[src/rtl/warp_pkg.sv]
// warp_pkg: shared warp lifecycle types and default sizing for the ready tracker.
package warp_pkg;
  typedef enum logic [1:0] {IDLE = 2'd0, READY = 2'd1, ISSUED = 2'd2, BLOCKED = 2'd3} warp_state_t;
  localparam int DEF_NUM_WARPS = 16;
  localparam int DEF_WARPID_DEPTH = $clog2(DEF_NUM_WARPS);
endpackage

[src/rtl/warp_state_fsm.sv]
// warp_state_fsm: lifecycle state of a single warp plus a flag for events that do not fit its state.
module warp_state_fsm
  import warp_pkg::*;
(
  input  logic        clk,
  input  logic        rst,
  input  logic        launch_i,
  input  logic        issue_i,
  input  logic        wb_i,
  input  logic        exit,
  input  logic        mem,
  input  logic        ret_i,
  output warp_state_t state,
  output warp_state_t nxt,
  output logic        illegal
);
  always_ff @(posedge clk)
    state <= rst ? IDLE : nxt;
  // exit wins over mem on writeback
  always_comb
    nxt = (state == IDLE    && launch_i) ? READY :
          (state == READY   && issue_i)  ? ISSUED :
          (state == ISSUED  && wb_i)     ? (exit ? IDLE : mem ? BLOCKED : READY) :
          (state == BLOCKED && ret_i)    ? READY : state;
  always_comb
    illegal = (launch_i && state != IDLE) || (issue_i && state != READY) ||
              (wb_i && state != ISSUED) || (ret_i && state != BLOCKED);
endmodule

[src/rtl/warp_ready_tracker.sv]
// warp_ready_tracker: per-warp lifecycle tracking that feeds the scheduler's ready vector.
module warp_ready_tracker
  import warp_pkg::*;
#(
  parameter int NUM_WARPS    = DEF_NUM_WARPS,
  parameter int WARPID_DEPTH = $clog2(NUM_WARPS)
) (
  input  logic                    clk,
  input  logic                    rst,
  input  logic                    launch,
  input  logic [NUM_WARPS-1:0]    launch_mask,
  input  logic                    issue_valid,
  input  logic [WARPID_DEPTH-1:0] issue_warp,
  input  logic                    wb_valid,
  input  logic [WARPID_DEPTH-1:0] wb_warp,
  input  logic                    wb_exit,
  input  logic                    wb_mem,
  input  logic                    mem_ret_valid,
  input  logic [WARPID_DEPTH-1:0] mem_ret_warp,
  output logic [NUM_WARPS-1:0]    ready,
  output logic [WARPID_DEPTH:0]   active_count,
  output logic                    all_idle,
  output logic                    err
);
  warp_state_t state [NUM_WARPS];
  warp_state_t nxt [NUM_WARPS];
  logic [NUM_WARPS-1:0] illegal;
  logic [WARPID_DEPTH:0] cnt;
  logic bad_id;
  for (genvar i = 0; i < NUM_WARPS; i++) begin : g_warp
    warp_state_fsm u_fsm (
      .clk(clk),
      .rst(rst),
      .launch_i(launch && launch_mask[i]),
      .issue_i(issue_valid && issue_warp == WARPID_DEPTH'(i)),
      .wb_i(wb_valid && wb_warp == WARPID_DEPTH'(i)),
      .exit(wb_exit),
      .mem(wb_mem),
      .ret_i(mem_ret_valid && mem_ret_warp == WARPID_DEPTH'(i)),
      .state(state[i]),
      .nxt(nxt[i]),
      .illegal(illegal[i])
    );
    assign ready[i] = state[i] == READY;
  end
  // ids past NUM_WARPS only exist when NUM_WARPS is not a power of two
  always_comb
    bad_id = (issue_valid && int'(issue_warp) >= NUM_WARPS) ||
             (wb_valid && int'(wb_warp) >= NUM_WARPS) ||
             (mem_ret_valid && int'(mem_ret_warp) >= NUM_WARPS);
  always_comb begin
    cnt = '0;
    for (int k = 0; k < NUM_WARPS; k++)
      cnt = cnt + (WARPID_DEPTH+1)'(nxt[k] != IDLE);
  end
  always_ff @(posedge clk) begin
    active_count <= rst ? '0 : cnt;
    all_idle     <= rst ? 1'b1 : cnt == '0;
    err          <= rst ? 1'b0 : err || |illegal || bad_id;
  end
endmodule
[config.mk]
export PLATFORM = sky130hd
export DESIGN_NAME = warp_ready_tracker
export DESIGN_NICKNAME = d
export VERILOG_FILES = /design/src/rtl/warp_pkg.sv /design/src/rtl/warp_state_fsm.sv /design/src/rtl/warp_ready_tracker.sv
export SDC_FILE = /design/constraint.sdc
export NUM_CORES = 1
export LEC_CHECK = 0
export CAP_MARGIN = 15
export CORE_MARGIN = 4
export CORE_UTILIZATION = 54
export CTS_CLUSTER_DIAMETER = 30
export DETAILED_ROUTE_END_ITERATION = 6
export GPL_TIMING_DRIVEN = 0
export PLACE_DENSITY = 0.8
export SYNTH_ARGS = -nofsm -noshare
export SYNTH_HDL_FRONTEND = slang
export SYNTH_SLANG_ARGS = --single-unit
[constraint.sdc]
create_clock -name clk -period 5.7 [get_ports clk]
set_input_delay 0.57 -clock clk [delete_from_list [all_inputs] [get_ports clk]]
set_output_delay 0.57 -clock clk [all_outputs]
set_load 0.01 [all_outputs]
==> results of run 1 <==
==> metrics by stage <==
step | TNS [ps] | power, mW | utilization, % | std cells | hold slack, ps
2_1_floorplan | 0 | 0.732 | - | 512 | 517
3_3_place_gp | -981 | 0.898 | 65.2 | 641 | 558
3_5_place_dp | -670 | 0.923 | 65.2 | 641 | 560
4_1_cts | 0 | 1.11 | 66.6 | 649 | 572
5_1_grt | -15.1 | 1.21 | 68.1 | 654 | 621
6_report | 0 | 1.12 | 68.1 | 654 | 577
==> tightest hold or removal path, stage by stage (launching register included) <==
cell      delay (ps)
dfxtp_1          370
o211ai_1         100
a21oi_1           60
==> routing by layer <==
layer	up-vias	wire length (um)	GRT usage, %
li1	1981	-	-
met1	2038	5540	45.3
met2	321	6130	54.3
met3	49	1510	8.29
met4	0	518	14.4
met5	-	0	0
==> cells in the mapped netlist (2+ instances only) <==
cell / number
a211oi_1: 9
a21boi_0: 2
a21o_1: 2
a21oi_1: 60
a221oi_1: 2
a22oi_1: 2
a311oi_1: 11
a31oi_1: 17
and2_1: 8
and3_1: 3
and3b_1: 2
buf_2: 15
clkbuf_1: 23
dfxtp_1: 39
fa_1: 10
ha_1: 5
inv_1: 27
mux2i_1: 4
nand2_1: 47
nand2b_1: 10
nand3_1: 13
nand3b_1: 7
nand4_1: 4
nor2_1: 64
nor2b_1: 23
nor3_1: 25
nor3b_1: 3
nor4_1: 4
o2111ai_1: 4
o211ai_1: 7
o21a_1: 2
o21ai_0: 20
o21bai_1: 2
o22ai_1: 4
o311a_1: 5
o311ai_0: 2
o31ai_1: 4
or2_2: 2
or3_1: 2
or3b_1: 2
==> state kept, by name, summed over array words and instances, names as in the netlist <==
| name | count |
|---|---|
| err | 1 |
| all_idle | 1 |
| active_count | 5 |
| g_warp.u_fsm.state | 32 |
==> cell type report <==
type / count / area (um^2)
well taps: 77 / 96.3
inverters: 27 / 101
flip-flops and latches: 39 / 781
repair buffers: 58 / 568
multi-input cells: 407 / 2530
fillers: 568 / 2030
clock buffers: 6 / 72.6
clock inverters: 2 / 12.5
plain buffers: 38 / 164
==> cells by family (layout without fill, tap and decap cells) <==
family | Yosys count | in the layout | synth area share, %
AND/OR/NAND/NOR | 223 | 223 | 31.4
AO/OA/AOI/OAI | 163 | 163 | 29.8
buffers and inverters | 66 | 131 | 7.60
flip-flops | 39 | 39 | 22.2
adder cells (fa/ha/maj) | 15 | 15 | 7.46
multiplexers | 4 | 4 | 1.14
XOR/XNOR | 2 | 2 | 0.497
==> how the worst min path moves through the flow <==
stage | slack [ps] | from | endpoint
2_1_floorplan | 520 | g_warp[6].u_fsm.state[0] | g_warp[6].u_fsm.state[1]
3_3_place_gp | 560 | g_warp[6].u_fsm.state[0] | g_warp[6].u_fsm.state[1]
3_5_place_dp | 560 | g_warp[6].u_fsm.state[0] | g_warp[6].u_fsm.state[1]
4_1_cts | 570 | g_warp[6].u_fsm.state[0] | g_warp[6].u_fsm.state[1]
5_1_grt | 620 | g_warp[6].u_fsm.state[0] | g_warp[6].u_fsm.state[1]
6_report | 580 | g_warp[6].u_fsm.state[0] | g_warp[6].u_fsm.state[1]
==> timing repair <==
item | CTS | global route
endpoints found under the setup margin | 1 | 3
gates resized for setup | 1 | 18
buffers inserted | 0 | 6
pin swaps | 0 | 2
gates cloned | 0 | 0
==> power groups by stage <==
stage	sequential [mW]	clock, mW	combinational [mW]
5_1_grt	0.316	0.205	0.694
3_3_place_gp	0.317	0	0.581
2_1_floorplan	0.325	0	0.407
6_report	0.313	0.194	0.616
4_1_cts	0.312	0.194	0.607
3_5_place_dp	0.319	0	0.604
==> reports/results.txt, run 1 <==
Buffers placed on the I/O ports in this run total 52. The critical path depth in cells was 18. Type of the most critical hold path: flip-flop to flip-flop. Summed over all layers, the routed wires come to 13700 um.

The maximum vdd ir drop is 0.000607 V, and the upper clock frequency limit is 181 MHz. Power per standard cell area: 260 nW/um^2. The worst path uses 97.0% of the clock period. Clock tree synthesis inserted a total of 5 buffers.

The number of antenna violations at the first check in global routing was 0. For the count of hold buffers inserted by post-cts repair, the log shows 0. The switching power total was 0.463 mW. The capturing point of the worst reg2reg path was all_idle. The final number of hold-violating endpoints is 0. For this run, the post-layout net count is 627. STA puts the critical path data required time at 5910 ps. On the final layout, the worst clock skew is 7.70 ps. The tools report the remaining max-slew budget at the tightest pin as 42.9%. The run gives 3892 as the via count of the first global-routing pass.

The max-slew violation count was 0. The die covers 7880 um^2. The clock period minus worst slack was 5530 ps.

In this design, the critical path's most frequently occurring cell is fa_1. The number of buffers and inverters on the critical path is 7. The worst hold path cell count is 2, and the post-synthesis sequential element count is 39.

STA classifies the critical path endpoint as a flip-flop. The library cell used as clock root buffer is clkbuf_8. The worst setup path is launched from a primary input.

The tools report the total number of vias as 4389. For this run, design rule violations remaining after detail routing come to 4. The level count of the clock H-tree was 2; the largest driver fanout on the critical path was 10. Compared with the post-synthesis result, the final layout area differs by 22.7%. The clock passes through at most 2 buffers. Counting every instance in the synthesized netlist gives 512. The core area was 6350 um^2. The run gives 0.659 mW as the internal power component. The antenna diode instance count was 0; the clock slew at the register clock pins of the worst setup and hold paths was 90 ps. Per report_power, the combinational group accounts for 54.8% of the total.

Ranked by total cell area, the synthesized netlist is headed by dfxtp_1, a21oi_1, nor2_1. TritonCTS built the clock tree. The violation count after the first detailed-routing iteration is 532, and the overall routing resource usage is 34.6%. The commonest register cell after synthesis is dfxtp_1. After layout, the worst setup slack is 170 ps. For this design the static power due to leakage is 1.58 nW.

The share of total power dissipated in the clock network is 17.3%. Synthesis instantiated 55 different standard cells from the library. Critical path's slowest cell: fa_1. The slew of the pin with the lowest slew margin works out to 857 ps. The checks that failed: DRC. Traced cell by cell, the critical path runs through clkbuf_1, buf_2, buf_2, a31oi_1, a21boi_0, fa_1, inv_1, fa_1, fa_1, inv_1, fa_1, inv_1, ha_1, inv_1, fa_1, xnor2_1, o22ai_1, a41o_1.

The post-detailed-route via-to-cell ratio works out to 6.71. Once the floorplan was initialized, standard cells occupied 55.5% of the core. Broken down by cell family, the worst path's largest delay share belongs to adder cells. The worst register-to-register path begins at g_warp[7].u_fsm.state[0]. In this run switching power makes up 41.3% of total power. Setup violations remaining at the end of the flow were counted as 0. The first-pass iteration count of the detailed router is 7, and the number of warnings issued by yosys is 0. The flow ran to the end, but the final reports show violations.

The height of the die was 88.8 um; the post-synthesis cell area was 3520 um^2. The largest total area in the synthesized netlist belongs to dfxtp_1. Pin placement for this block handled 59 I/O pins. The library cell used most frequently in the layout, excluding fill and tap cells, is nor2_1. Dividing the detail-routed wire length by the instance count gives 20.9 um.

The end of the critical path was all_idle. In this design, the stage delay of the slowest critical-path cell is 560 ps. At the worst endpoint, the arrival time is 5740 ps. Clock latency of the later-clocked register in the worst-skew pair: 300 ps. The number of synthesized flops with an enable pin came out at 0. The library cells used most frequently in the layout, excluding fill and tap cells, are nor2_1, a21oi_1, clkdlybuf4s50_1, nand2_1, dfxtp_1. The most critical setup path has its startpoint at launch. The floorplan has 29 rows. The count of clock tree sinks was 39; the post-route antenna net violation count was 0. The portion of synthesized cell area occupied by the leading cell type works out to 22.2%.

At the end of routability-driven placement, the weighted congestion stood at 0.989. For this run, asynchronously set or reset flops after synthesis account for 0%. Measured in cells, the most critical reg-to-reg path has a length of 18.

At the placement stage, the worst setup path has a slack of -424 ps. Critical path class: primary input to flip-flop. Synthesis produced a netlist with a net count of 563.

For this run the aggregate overflow at the end of global routing stands at 0. Of the cells placed in the final design, the portion with a size suffix greater than 1 is 7.63%. The share of synthesized area occupied by flip-flops and latches came out at 22.2%. Summing all non-filler instances in the final layout gives an area of 4320 um^2.

The average instance in the mapped netlist occupies 6.88 um^2. Count of maximum capacitance violations: 0. The overall die width is 88.8 um, and the reg-to-reg setup timing slack is 760 ps. Once placement finished, the instance area stood at 4140 um^2. Entering global routing, the biggest net connects 13 pins. For the share of power burned in registers, the log shows 27.8%.

The first-pass GRT wire length was 20300 um; the detailed placer's ending HPWL was 10200 um.
No activity file was read; power rests on OpenSTA's default activity.
==> run 2: changes to the inputs <==
Settings changed: CORE_ASPECT_RATIO set to 1.1, CTS_CLUSTER_SIZE set to 8.
==> run 2 against run 1 <==
Largest cell class unchanged. Critical path type unchanged. Die area about the same. Critical path depth rose by 3. Worst hold slack gained 3.8 ps. The run now ends clean. Total power up 9.4%. Non-clock buffer count rose by 4. Core utilization is 2.5 points higher. Combinational power is 2% higher. Clock power is 48% higher. Setup slack gained 23 ps. Register-to-register slack got worse by 70 ps. Routed wire length is 2.1% lower.
==> reports/results.txt, run 2 (synthesized netlist as in run 1, its figures left out) <==
For the final cell count without fillers, the log shows 661 (was 654). The clock slew at the register clock pins of the worst setup and hold paths is 90 ps (about the same), and the first-pass iteration count of the detailed router is 6 (was 7). The tools report the reg-to-reg critical path startpoint as g_warp[7].u_fsm.state[0] (unchanged). The data required time of the critical path came out at 5900 ps (was 5910 ps). The maximum count of clock buffers along a single path came out at 2 (unchanged). The total CTS buffers was 5 (unchanged). TritonCTS built the clock tree. The flip-flop count of the largest register, all copies and words added works out to 32 (unchanged).

The run gives 0 (unchanged) as the antenna diode instance count. The tools report the floorplan row count as 30 (was 29). The final period utilization is 96.6% (was 97.0%), and the area occupied by multi-input gates is 2550 um^2 (was 2530 um^2).

The count of maximum capacitance violations came out at 0 (unchanged). The run gives 0 ps (unchanged) as the final-layout setup total negative slack. The reg-to-reg setup timing slack was 690 ps (was 760 ps); the net total in the final layout was 631 (was 627).

The number of buffers added on ports is 52 (unchanged), and the post-detailed-route via-to-cell ratio is 6.47 (was 6.71). The clock period minus worst slack works out to 5510 ps (was 5530 ps). The logs give 2 (unchanged) for the level count of the clock H-tree and 45.5% (was 42.9%) for the remaining max-slew budget at the tightest pin. Share of layout cells above drive strength 1: 8.78% (was 7.63%). The share of power burned in registers was 25.4% (was 27.8%). Signed area change from the synthesized netlist to the final layout: 25.6% (was 22.7%).

Clock network fraction of total power: 23.5% (was 17.3%). The met3 global-route usage was 10.4% (was 8.29%); the overall die width was 85.0 um (was 88.8 um). Critical path class: primary input to flip-flop (unchanged). Capturing point of the worst reg2reg path: all_idle (unchanged). The final number of hold-violating endpoints is 0 (unchanged).

The power per standard cell area is 278 nW/um^2 (was 260 nW/um^2). Setup repair after global routing left no endpoint under its margin. The logs give 13400 um (was 13700 um) for the total length of routed wires and 56.2% (was 55.5%) for the effective utilization at floorplan. For the overall routing resource usage, the log shows 33.2% (was 34.6%). The worst hold path cell count is 2 (unchanged), and the share of total power consumed by net switching is 38.5% (was 41.3%). Upper clock frequency limit: 182 MHz (was 181 MHz). Register ranked first by flip-flop count: g_warp.u_fsm.state (unchanged). For the core area, the log shows 6270 um^2 (was 6350 um^2). The most crowded layer after global routing was met2 (unchanged). The tools report the data arrival time of the critical path as 5710 ps (was 5740 ps).

For the first-pass GRT wire length, the log shows 20200 um (was 20300 um). The clock latency of the later-clocked register in the worst-skew pair was 300 ps (about the same); the number of top-level pins was 59 (unchanged). Highest-count cells in the layout ignoring fill and taps: nor2_1, a21oi_1, clkdlybuf4s50_1, nand2_1, dfxtp_1 (unchanged). The number of remaining DRC errors came out at 0 (was 4).

The start point of the worst min-delay path was g_warp[6].u_fsm.state[0] (unchanged). The tools report the minimum setup slack in the final design as 193 ps (was 170 ps). The run gives 644 (was 641) as the number of cells in the design after placement. For the internal power component, the log shows 0.755 mW (was 0.659 mW). The tools report the number of failing setup endpoints in the final timing report as 0 (unchanged).

Via count of the first global-routing pass: 3871 (was 3892). For the weighted congestion at the end of routability-driven global placement, the log shows 1.02 (was 0.989). The logs give 0.473 mW (was 0.463 mW) for the switching power total and 10000 um (was 10200 um) for the detailed placer's ending HPWL. Worst-case hold path end point: g_warp[6].u_fsm.state[1] (unchanged). The run gives 0 (unchanged) as the max-slew violation count.

The average wire per cell in the routed design works out to 20.3 um (was 20.9 um). The tools report the area occupied by registers as 781 um^2 (unchanged). Met2 track utilization from global routing: 50.3% (was 54.3%).

The height of the die was 92.7 um (was 88.8 um); the final standard cell utilization of the core was 70.6% (was 68.1%). The violation count after the first detailed-routing iteration was 567 (was 532). The maximum vdd ir drop is 0.000542 V (was 0.000607 V), and the count of clock tree sinks is 39 (unchanged). The run gives 0 (unchanged) as the number of antenna violations at the first check in global routing. The tools report the library cell used as clock root buffer as clkbuf_8 (unchanged). The largest driver fanout on the critical path was 10 (unchanged); the share of power burned in combinational logic was 51.1% (was 54.8%). The depth of the most critical reg-to-reg path came out at 17 (was 18). The flow ran to the end, and the final reports show no timing, DRC or antenna violations. The logs give 0 (unchanged) for the total congestion overflow after global routing and 41.2% (was 45.3%) for the global routing met1 resource utilization. The largest clock skew in the final design was 8.76 ps (was 7.70 ps).

The worst setup timing slack at the placement stage is -630 ps (was -424 ps). Top flop regs: g_warp.u_fsm.state (32), active_count (5) (unchanged). The tools report the leakage dissipation as 1.62 nW (was 1.58 nW). The tools report the endpoint type of the worst setup path as a flip-flop (unchanged). The fill cell instance count of the final layout came out at 583 (was 568). The slew of the pin with the lowest slew margin was 817 ps (was 857 ps); the final-layout worst hold slack was 581 ps (was 577 ps). For the post-route antenna net violation count, the log shows 0 (unchanged). The launching element type of the critical path is a primary input (unchanged).

Type of the most critical hold path: flip-flop to flip-flop (unchanged). The die area is 7880 um^2 (about the same), and the pin count of the biggest net entering global routing is 13 (unchanged). The most common cell after layout, fill and taps aside was nor2_1 (unchanged). The total number of vias was 4279 (was 4389).
-- run 2: cell type report --
class / instances / area share [%]
flip-flops and latches: 39 / 17.6
clock inverters: 2 / 1.36
multi-input cells: 407 / 57.6
repair buffers: 62 / 13.5
well taps: 80 / 2.26
plain buffers: 38 / 3.73
clock buffers: 6 / 1.64
inverters: 27 / 2.29
-- run 2: critical path, cell delays in order --
cell,delay (ps)
clkdlybuf4s50_1,470
buf_2,230
nand2_1,180
nor2_1,190
nand2_1,100
o311ai_2,110
o21ai_0,190
nor2_1,160
fa_1,490
fa_1,600
inv_1,70
fa_1,490
inv_1,60
fa_1,470
inv_1,80
ha_1,170
inv_1,60
fa_1,420
xnor2_1,230
o22ai_1,120
a41o_1,250
-- run 2: power by group through the flow --
| stage | registers (mW) | clock network, mW | logic (mW) |
|---|---|---|---|
| floorplan | 0.325 | 0 | 0.407 |
| global placement | 0.317 | 0 | 0.582 |
| detailed placement | 0.318 | 0 | 0.611 |
| CTS | 0.312 | 0.288 | 0.615 |
| global route | 0.315 | 0.300 | 0.708 |
| finish | 0.312 | 0.288 | 0.628 |
-- run 2: stage by stage --
stage / total power, mW / area (um^2)
finish: 1.23 / 4420
floorplan: 0.732 / 3520
global route: 1.32 / 4420
CTS: 1.21 / 4290
detailed placement: 0.929 / 4140
global placement: 0.899 / 4140
-- run 2: what timing repair did --
action	CTS	global route
pin swaps	0	1
setup buffers	0	10
setup endpoints to repair	2	1
hold buffers	0	0
gates cloned	0	0
gates resized for setup	3	20
-- run 2: metal layers --
layer	vias to the layer above	wire length, um
met3	80	1680
li1	1987	-
met4	0	696
met2	292	5950
met5	-	0
met1	1920	5080
-- run 2: worst max-delay path by stage --
stage / slack, ps / from / end
2_1_floorplan: 750 / wb_warp[0] / all_idle
3_3_place_gp: -490 / wb_warp[1] / all_idle
3_5_place_dp: -630 / wb_warp[1] / all_idle
4_1_cts: 1 / wb_exit / all_idle
5_1_grt: 6 / mem_ret_warp[0] / all_idle
6_report: 190 / mem_ret_warp[0] / all_idle
==> run 3: changes to the inputs <==
Settings changed: CORE_MARGIN 4 to 3, PLACE_DENSITY 0.8 to 0.9.
==> run 3 against run 2 <==
Non-clock buffer count is 3 lower. Total power is 2.3% lower. Routed wire length is 0.70% higher. Design area is 1.6% lower. Worst hold slack better by 16 ps. First-iteration DRC count is 19% higher. Register-to-register slack better by 90 ps. Clock skew is 2.7 ps lower. Core utilization is 0.70 points lower.
==> reports/results.txt, run 3 (synthesized netlist as in run 1, its figures left out) <==
The overall routing resource usage is 34.6% (was 33.2%). The clock slew at the register clock pins of the worst setup and hold paths works out to 90 ps (about the same). The endpoint type of the worst setup path is a flip-flop (unchanged). The post-detailed-route via-to-cell ratio works out to 6.56 (was 6.47). Library cell used as clock root buffer: clkbuf_8 (unchanged). For the floorplan row count, the log shows 30 (unchanged). Launching element type of the critical path: a primary input (unchanged). Met2 track utilization from global routing: 52.8% (was 50.3%). The run gives 677 (was 567) as the violation count after the first detailed-routing iteration. The most crowded layer after global routing is met2 (unchanged). Chain of cells forming the critical path: clkbuf_1, clkbuf_1, a21oi_1, a21oi_1, o22ai_1, nor2b_1, fa_1, fa_1, inv_1, fa_1, inv_1, fa_1, inv_1, ha_1, inv_1, fa_1, xnor2_1, o22ai_1, a41o_1 (was clkdlybuf4s50_1, buf_2, nand2_1, nor2_1, nand2_1, o311ai_2, o21ai_0, nor2_1, fa_1, fa_1, inv_1, fa_1, inv_1, fa_1, inv_1, ha_1, inv_1, fa_1, xnor2_1, o22ai_1, a41o_1). The run gives 10000 um (about the same) as the detailed placer's ending HPWL. The most common cell after layout, fill and taps aside was nor2_1 (unchanged). The via count of the first global-routing pass is 3990 (was 3871), and the count of maximum capacitance violations is 0 (unchanged). The number of buffers added on ports came out at 52 (unchanged).

The final period utilization is 96.5% (was 96.6%). The sum of buffers and inverters on the critical path is 6 (unchanged). The met3 global-route usage was 7.57% (was 10.4%); the final-layout worst hold slack was 598 ps (was 581 ps).

The number of cells in the design after placement is 644 (unchanged). The first-pass iteration count of the detailed router is 6 (unchanged), and the largest clock skew in the final design is 6.05 ps (was 8.76 ps). TritonCTS built the clock tree. The placement-stage cell area was 4140 um^2 (unchanged).

The clock latency of the later-clocked register in the worst-skew pair came out at 310 ps (was 300 ps). For the total length of routed wires, the log shows 13500 um (was 13400 um). Leakage dissipation: 1.59 nW (was 1.62 nW). The final number of hold-violating endpoints was 0 (unchanged). Overall die width: 83.0 um (was 85.0 um).

The run finished with clean final reports. The maximum vdd ir drop was 0.000436 V (was 0.000542 V). For the die area, the log shows 7530 um^2 (was 7880 um^2).

The net total in the final layout came out at 628 (was 631). The data arrival time of the critical path was 5710 ps (about the same); the height of the die was 90.7 um (was 92.7 um). The count of clock tree sinks is 39 (unchanged). The average wire per cell in the routed design came out at 20.5 um (was 20.3 um). Critical path's slowest cell: clkbuf_1 (was fa_1). The run gives 1.03 (was 1.02) as the weighted congestion at the end of routability-driven global placement. The effective utilization at floorplan was 56.5% (was 56.2%).

The dominant cell type by count on the critical path is fa_1 (unchanged). The final cell count without fillers came out at 658 (was 661). Data required time of the critical path: 5900 ps (about the same). The run gives 0 (unchanged) as the antenna diode instance count. The core area was 6230 um^2 (was 6270 um^2). The total congestion overflow after global routing was 0 (unchanged).

Number of antenna violations at the first check in global routing: 0 (unchanged). Top flop regs: g_warp.u_fsm.state (32), active_count (5) (unchanged). Setup repair after global routing left no endpoint under its margin. The flip-flop count of the largest register, all copies and words added is 32 (unchanged), and the level count of the clock H-tree is 2 (unchanged). The power per standard cell area was 276 nW/um^2 (was 278 nW/um^2); the cell area after layout was 4350 um^2 (was 4420 um^2). Peak per-stage delay on the critical path: 650 ps (was 600 ps). The first-pass GRT wire length was 20700 um (was 20200 um).

Total number of vias: 4318 (was 4279). The logs give 182 MHz (about the same) for the upper clock frequency limit and 45.1% (was 41.2%) for the global routing met1 resource utilization. The share of layout cells above drive strength 1 is 7.79% (was 8.78%), and the slew of the pin with the lowest slew margin is 769 ps (was 817 ps).

Critical path class: primary input to flip-flop (unchanged). The pin count of the biggest net entering global routing came out at 13 (unchanged). The clock period minus worst slack is 5500 ps (was 5510 ps). Maximum count of clock buffers along a single path: 2 (unchanged). The signed area change from the synthesized netlist to the final layout works out to 23.6% (was 25.6%). The register ranked first by flip-flop count was g_warp.u_fsm.state (unchanged).

The logs give 0 (unchanged) for the number of failing setup endpoints in the final timing report and 5 (unchanged) for the total CTS buffers. The number of top-level pins is 59 (unchanged), and the largest driver fanout on the critical path is 10 (unchanged). Highest-count cells in the layout ignoring fill and taps: nor2_1, a21oi_1, clkdlybuf4s50_1, nand2_1, dfxtp_1 (unchanged). The run gives 0 (unchanged) as the post-route antenna net violation count. The type of the most critical hold path was flip-flop to flip-flop (unchanged). The max-slew violation count was 0 (unchanged); the remaining max-slew budget at the tightest pin was 48.7% (was 45.5%). The number of remaining DRC errors is 0 (unchanged). The kind of cell adding the most delay to the critical path is adder cells (unchanged).
[run 3: cell count changes in the layout (fill, tap and decap cells not counted), sizes merged]
| cell | change |
|---|---|
| buf | -3 |
| clkinv | +1 |
| bufinv | -1 |
[run 3: worst paths after layout]
path / startpoint / endpoint / slack, ps / cells after the start
hold / removal: g_warp[13].u_fsm.state[0] / g_warp[13].u_fsm.state[1] / 600 / 2
setup / recovery: launch / all_idle / 200 / 19
hold reg to reg: g_warp[13].u_fsm.state[0] / g_warp[13].u_fsm.state[1] / 600 / 2
setup reg to reg: g_warp[7].u_fsm.state[0] / all_idle / 780 / 18
[run 3: layout make-up]
type | instances | area (um^2)
plain buffers | 38 | 164
well taps | 80 | 100
clock buffers | 6 | 82.6
flip-flops and latches | 39 | 781
inverters | 27 | 101
multi-input cells | 407 | 2510
repair buffers | 59 | 576
clock inverters | 2 | 35.0
fillers | 562 | 1880
[run 3: per-layer routing]
metal  routed length, um  vias up
met5                   0        -
met4                 597        0
met3                1530       57
met2                6080      328
met1                5300     1949
li1                    -     1984
[run 3: worst reg2reg max path: stages, from the launching register on]
cell and delay [ps]:
dfxtp_1 460, inv_1 110, or3_1 400, a21oi_1 140, a21oi_1 70, nor2_1 170
fa_1 500, fa_1 590, inv_1 70, fa_1 470, inv_1 60, fa_1 480
inv_1 70, ha_1 160, inv_1 60, fa_1 420, xnor2_1 220, o22ai_1 120
a41o_1 250
[run 3: repair_timing]
item	CTS	global route
hold buffers	0	0
setup buffers	0	7
endpoints found under the setup margin	1	1
pin swaps	0	1
gates resized for setup	3	12
[run 3: report_power, final]
part	internal, mW	total (mW)	switching [mW]	leakage, nW
clock network	0.142	0.262	0.120	0.0612
logic	0.275	0.625	0.349	1.21
registers	0.302	0.314	0.0121	0.320
total	0.719	1.20	0.481	1.59
[run 3: through the flow]
stage                     power (mW)  setup TNS (ps)  utilization, %  setup slack (ps)
after CTS                       1.18               0            68.6              99.4
after floorplan                0.732               0               -               746
after global placement         0.894            -887            66.5              -420
after detailed placement       0.932           -1420            66.5              -535
after global routing            1.28               0            69.9              18.2
final                           1.20               0            69.9               199
==> edit 1, RTL diff (config.mk and constraints of run 1) <==
Put one more register stage on the output `active_count`. The value now appears one clock later. The other outputs are not delayed to match.
--- a/src/rtl/warp_ready_tracker.sv
+++ b/src/rtl/warp_ready_tracker.sv
@@ -23,4 +23,6 @@
   output logic                    err
 );
+
+  logic [WARPID_DEPTH:0] active_count_s0;
   warp_state_t state [NUM_WARPS];
   warp_state_t nxt [NUM_WARPS];
@@ -55,7 +57,11 @@
   end
   always_ff @(posedge clk) begin
-    active_count <= rst ? '0 : cnt;
+    active_count_s0 <= rst ? '0 : cnt;
     all_idle     <= rst ? 1'b1 : cnt == '0;
     err          <= rst ? 1'b0 : err || |illegal || bad_id;
   end
+  always_ff @(posedge clk) begin
+    active_count <= active_count_s0;
+  end
+
 endmodule
Function: changed (a bounded check fails within 4 cycles, from zero or initial values and one cycle with rst high).
==> edit 1 against run 1 <==
- the flow still finishes with violations (design-rule violations)
- power increased by 11%
- worst setup slack improved by 0.057 ns
- critical path depth increased by 2
- wire length increased by 4.6%
- synthesized area increased by 3.9%
- sequential cell count increased by 5
- final area increased by 4.6%
- register-to-register slack improved by 0.10 ns
- critical path type unchanged
==> edit 1: results <==
{
  "largestRegisters": "g_warp.u_fsm.state (32), active_count (5), active_count_s0 (5)",
  "violations": "design-rule violations",
  "hold_depth": 0,
  "min_to": "active_count[3]",
  "synth.area.top_cells": "dfxtp_1, fa_1, a21oi_1",
  "cp_data_arrival_time_ns": 5.68,
  "synth.avg_cell_area_um2": 7.250,
  "grt_pass1_vias": 4136,
  "outcome": "finished with violations",
  "post-dp-hpwl_um": 10440,
  "synth_xor_area_frac": 0.004785,
  "grtUsageTotal": 0.3442,
  "pwr-share-comb": 0.498,
  "use_met1": 0.4557,
  "synthDistinctLibCells": 57,
  "final_cells": 643,
  "drtIter0Drc": 507,
  "grt_max_degree": 16,
  "met2_length_um": 6099,
  "drc": 2,
  "synth.area.mux_share": 0.002734,
  "seq_area_um2": 880.8,
  "rrSetupSlack_ns": 0.86,
  "clkTransAtPathRegs_ns": 0.11,
  "drt-met1-wl_um": 5552,
  "num-fill-cells": 573,
  "p_seq_uw": 358,
  "max-slew-margin-rel": 0.4296,
  "p_sw_frac": 0.3969,
  "clock_skew_ns": 0.01286,
  "synth_fa_ha_area_frac": 0.07177,
  "met2_usage": 0.5109,
  "clkLatencyLatePin_ns": 0.32,
  "antenna_found_initial": 1,
  "comb_power_uw": 618,
  "grtUsageMet3": 0.09000,
  "hp-start": "active_count_s0[3]",
  "wl_met3_um": 1888,
  "synth_nets": 556,
  "nets": 616,
  "peakVddDrop_uv": 543.4
}
==> edit 1: how the worst max path moves through the flow <==
stage,start,endpoint,slack (ns),cells after the start
finish,wb_exit,all_idle,0.23,20
global route,wb_exit,all_idle,0.007,20
CTS,wb_warp[1],all_idle,0.02,20
detailed placement,launch,all_idle,-0.64,20
global placement,wb_warp[1],all_idle,-0.57,19
floorplan,wb_warp[2],all_idle,0.74,20
==> edit 1: what timing repair did <==
action                                  4_1_cts  5_1_grt
gates resized for setup                       7       32
cloned                                        0        0
setup buffers                                 0        4
endpoints found under the setup margin        4        4
pin swaps                                     0        1
hold buffers                                  0        0
==> edit 1: cell type report <==
cell class	count	area share
Tap cell	77	0.02131
Buffer	42	0.04206
Multi-Input combinational cell	391	0.5647
Sequential cell	44	0.1948
Clock buffer	5	0.01522
Inverter	21	0.01743
Timing Repair Buffer	60	0.1339
Clock inverter	3	0.01051
==> edit 2, RTL diff (flow settings as in run 1) <==
Without the edit above. Set the package constant `DEF_NUM_WARPS` to 32 (it was 16).
--- a/src/rtl/warp_pkg.sv
+++ b/src/rtl/warp_pkg.sv
@@ -2,5 +2,5 @@
 package warp_pkg;
   typedef enum logic [1:0] {IDLE = 2'd0, READY = 2'd1, ISSUED = 2'd2, BLOCKED = 2'd3} warp_state_t;
-  localparam int DEF_NUM_WARPS = 16;
+  localparam int DEF_NUM_WARPS = 32;
   localparam int DEF_WARPID_DEPTH = $clog2(DEF_NUM_WARPS);
 endpackage
Ports: changed (6 resized); port bits go from 59 to 95. No check against the original RTL was run, so the function may have changed too.
==> edit 2 against run 1 <==
- the flow finishes with violations (negative setup slack)
- final area up 120%
- synthesized cell count up 92%
- wire length rose to 2.7 times the old value
- die area up 88%
- global-route usage up 13 points
- sequential cell count up 33
- critical path depth up 5
- power rose to 3.7 times the old value
- worst setup slack worse by 0.70 ns
- synthesized area up 99%
- combinational power rose to 4.7 times the old value
- critical path type unchanged
- critical endpoint unchanged
- highest routed layer unchanged
==> edit 2: results <==
{
  "layout-drive-gt1-share": 0.2154,
  "power_leakage_uw": 0.003612,
  "drtIter0Drc": 1929,
  "root_buffer": "clkbuf_16",
  "violations": "negative setup slack",
  "place_area_mm2": 0.008153,
  "setup_tns_ns": -2.085,
  "rrSetupSlack_ns": -0.39,
  "fin_ws_ns": -0.5328,
  "synth_nets": 1067,
  "min_to": "g_warp[18].u_fsm.state[1]",
  "clock_skew_ns": 0.005413,
  "hp-start": "g_warp[18].u_fsm.state[0]",
  "portBuffers": 91,
  "vias": 9471,
  "numCtsBuffers": 9,
  "synthDistinctLibCells": 81,
  "synth.area.top_cells": "dfxtp_1, fa_1, nor2_1",
  "r2r_start": "g_warp[1].u_fsm.state[0]",
  "worst_r2r_path_depth": 19,
  "p_sw_frac": 0.4238,
  "peakVddDrop_uv": 1681,
  "drt_wl_total_um": 36420,
  "placed_cells": 1244,
  "outcome": "finished with violations",
  "hold_ws_ns": 0.5765,
  "final_cells": 1342,
  "ys_seq_area_frac": 0.2059,
  "grt_pass1_wl_um": 51330,
  "post-dp-hpwl_um": 25090,
  "dp_slack_ns": -1.952,
  "grtUsageTotal": 0.4722,
  "worst_pin_slew_ns": 1.168,
  "syn_inst": 981,
  "setup_viol": 6
}
## edit 2: changes by cell type after synthesis, moves of 14 or more
cell	delta
a311oi_1	+16
a21oi_1	+14
clkbuf_1	+33
nor2_1	+60
fa_1	+14
nand2_1	+39
o21ai_0	+31
nor2b_1	+33
dfxtp_1	+33
nor3_1	+16
nand2b_1	+25
## edit 2: power by group through the flow
| stage | registers, uW | logic (uW) | clock network, uW |
|---|---|---|---|
| 6_report | 574 | 2870 | 675 |
| 5_1_grt | 576 | 3060 | 693 |
| 4_1_cts | 572 | 2310 | 659 |
| 3_5_place_dp | 583 | 1940 | 0 |
| 3_3_place_gp | 581 | 1780 | 0 |
| 2_1_floorplan | 588 | 1370 | 0 |
## edit 2: what timing repair did
item | in CTS | in global routing
setup buffers | 59 | 26
endpoints found under the setup margin | 7 | 6
hold endpoints to repair | 0 | 0
gates resized for setup | 184 | 41
cloned | 1 | 1
pin swaps | 45 | 27
## edit 2: critical path, cell delays in order
cell and delay, ns:
buf_2 0.19, buf_6 0.20, buf_4 0.21, a21oi_1 0.20
a211oi_1 0.10, a21oi_1 0.26, nand2_1 0.13, fa_1 0.56
inv_2 0.06, fa_1 0.50, fa_1 0.55, inv_1 0.06
fa_1 0.47, fa_1 0.53, inv_1 0.06, fa_1 0.49
inv_2 0.05, ha_4 0.16, fa_2 0.38, a21o_1 0.19
a21oi_2 0.15, xor2_1 0.23, a41o_1 0.20
## edit 2: cell families after synthesis
group / share of synthesized area
mux: 0.002860
xor+xnor: 0.003754
buf+inv: 0.07596
compound gates: 0.2944
fa+ha+maj: 0.08114
simple gates: 0.3360
flops: 0.2059
## edit 2: layout make-up
| class | instances | area [um2] |
|---|---|---|
| Multi-Input combinational cell | 789 | 5460 |
| Fill cell | 993 | 3035 |
| Timing Repair Buffer | 178 | 1548 |
| Sequential cell | 72 | 1441 |
| Buffer | 82 | 506.7 |
| Clock buffer | 12 | 266.5 |
| Tap cell | 172 | 215.2 |
| Inverter | 33 | 123.9 |
| Clock inverter | 4 | 73.82 |
## edit 2: worst max path at each step
| stage | endpoint | cells past startpoint | slack, ns | from |
|---|---|---|---|---|
| global placement | all_idle | 23 | -1.89 | wb_exit |
| CTS | all_idle | 21 | -0.39 | wb_warp[4] |
| global route | all_idle | 25 | -0.63 | launch |
| detailed placement | all_idle | 22 | -1.95 | wb_exit |
| finish | all_idle | 23 | -0.53 | launch |
| floorplan | all_idle | 21 | -0.30 | wb_warp[3] |
## edit 2: layer usage
layer | global-route usage | vias to the layer above | part of all wire
met4 | 0.3417 | 0 | 0.090
met3 | 0.1671 | 260 | 0.16
li1 | - | 3955 | -
met5 | 0 | - | 0
met1 | 0.5905 | 4337 | 0.35
met2 | 0.6689 | 919 | 0.40
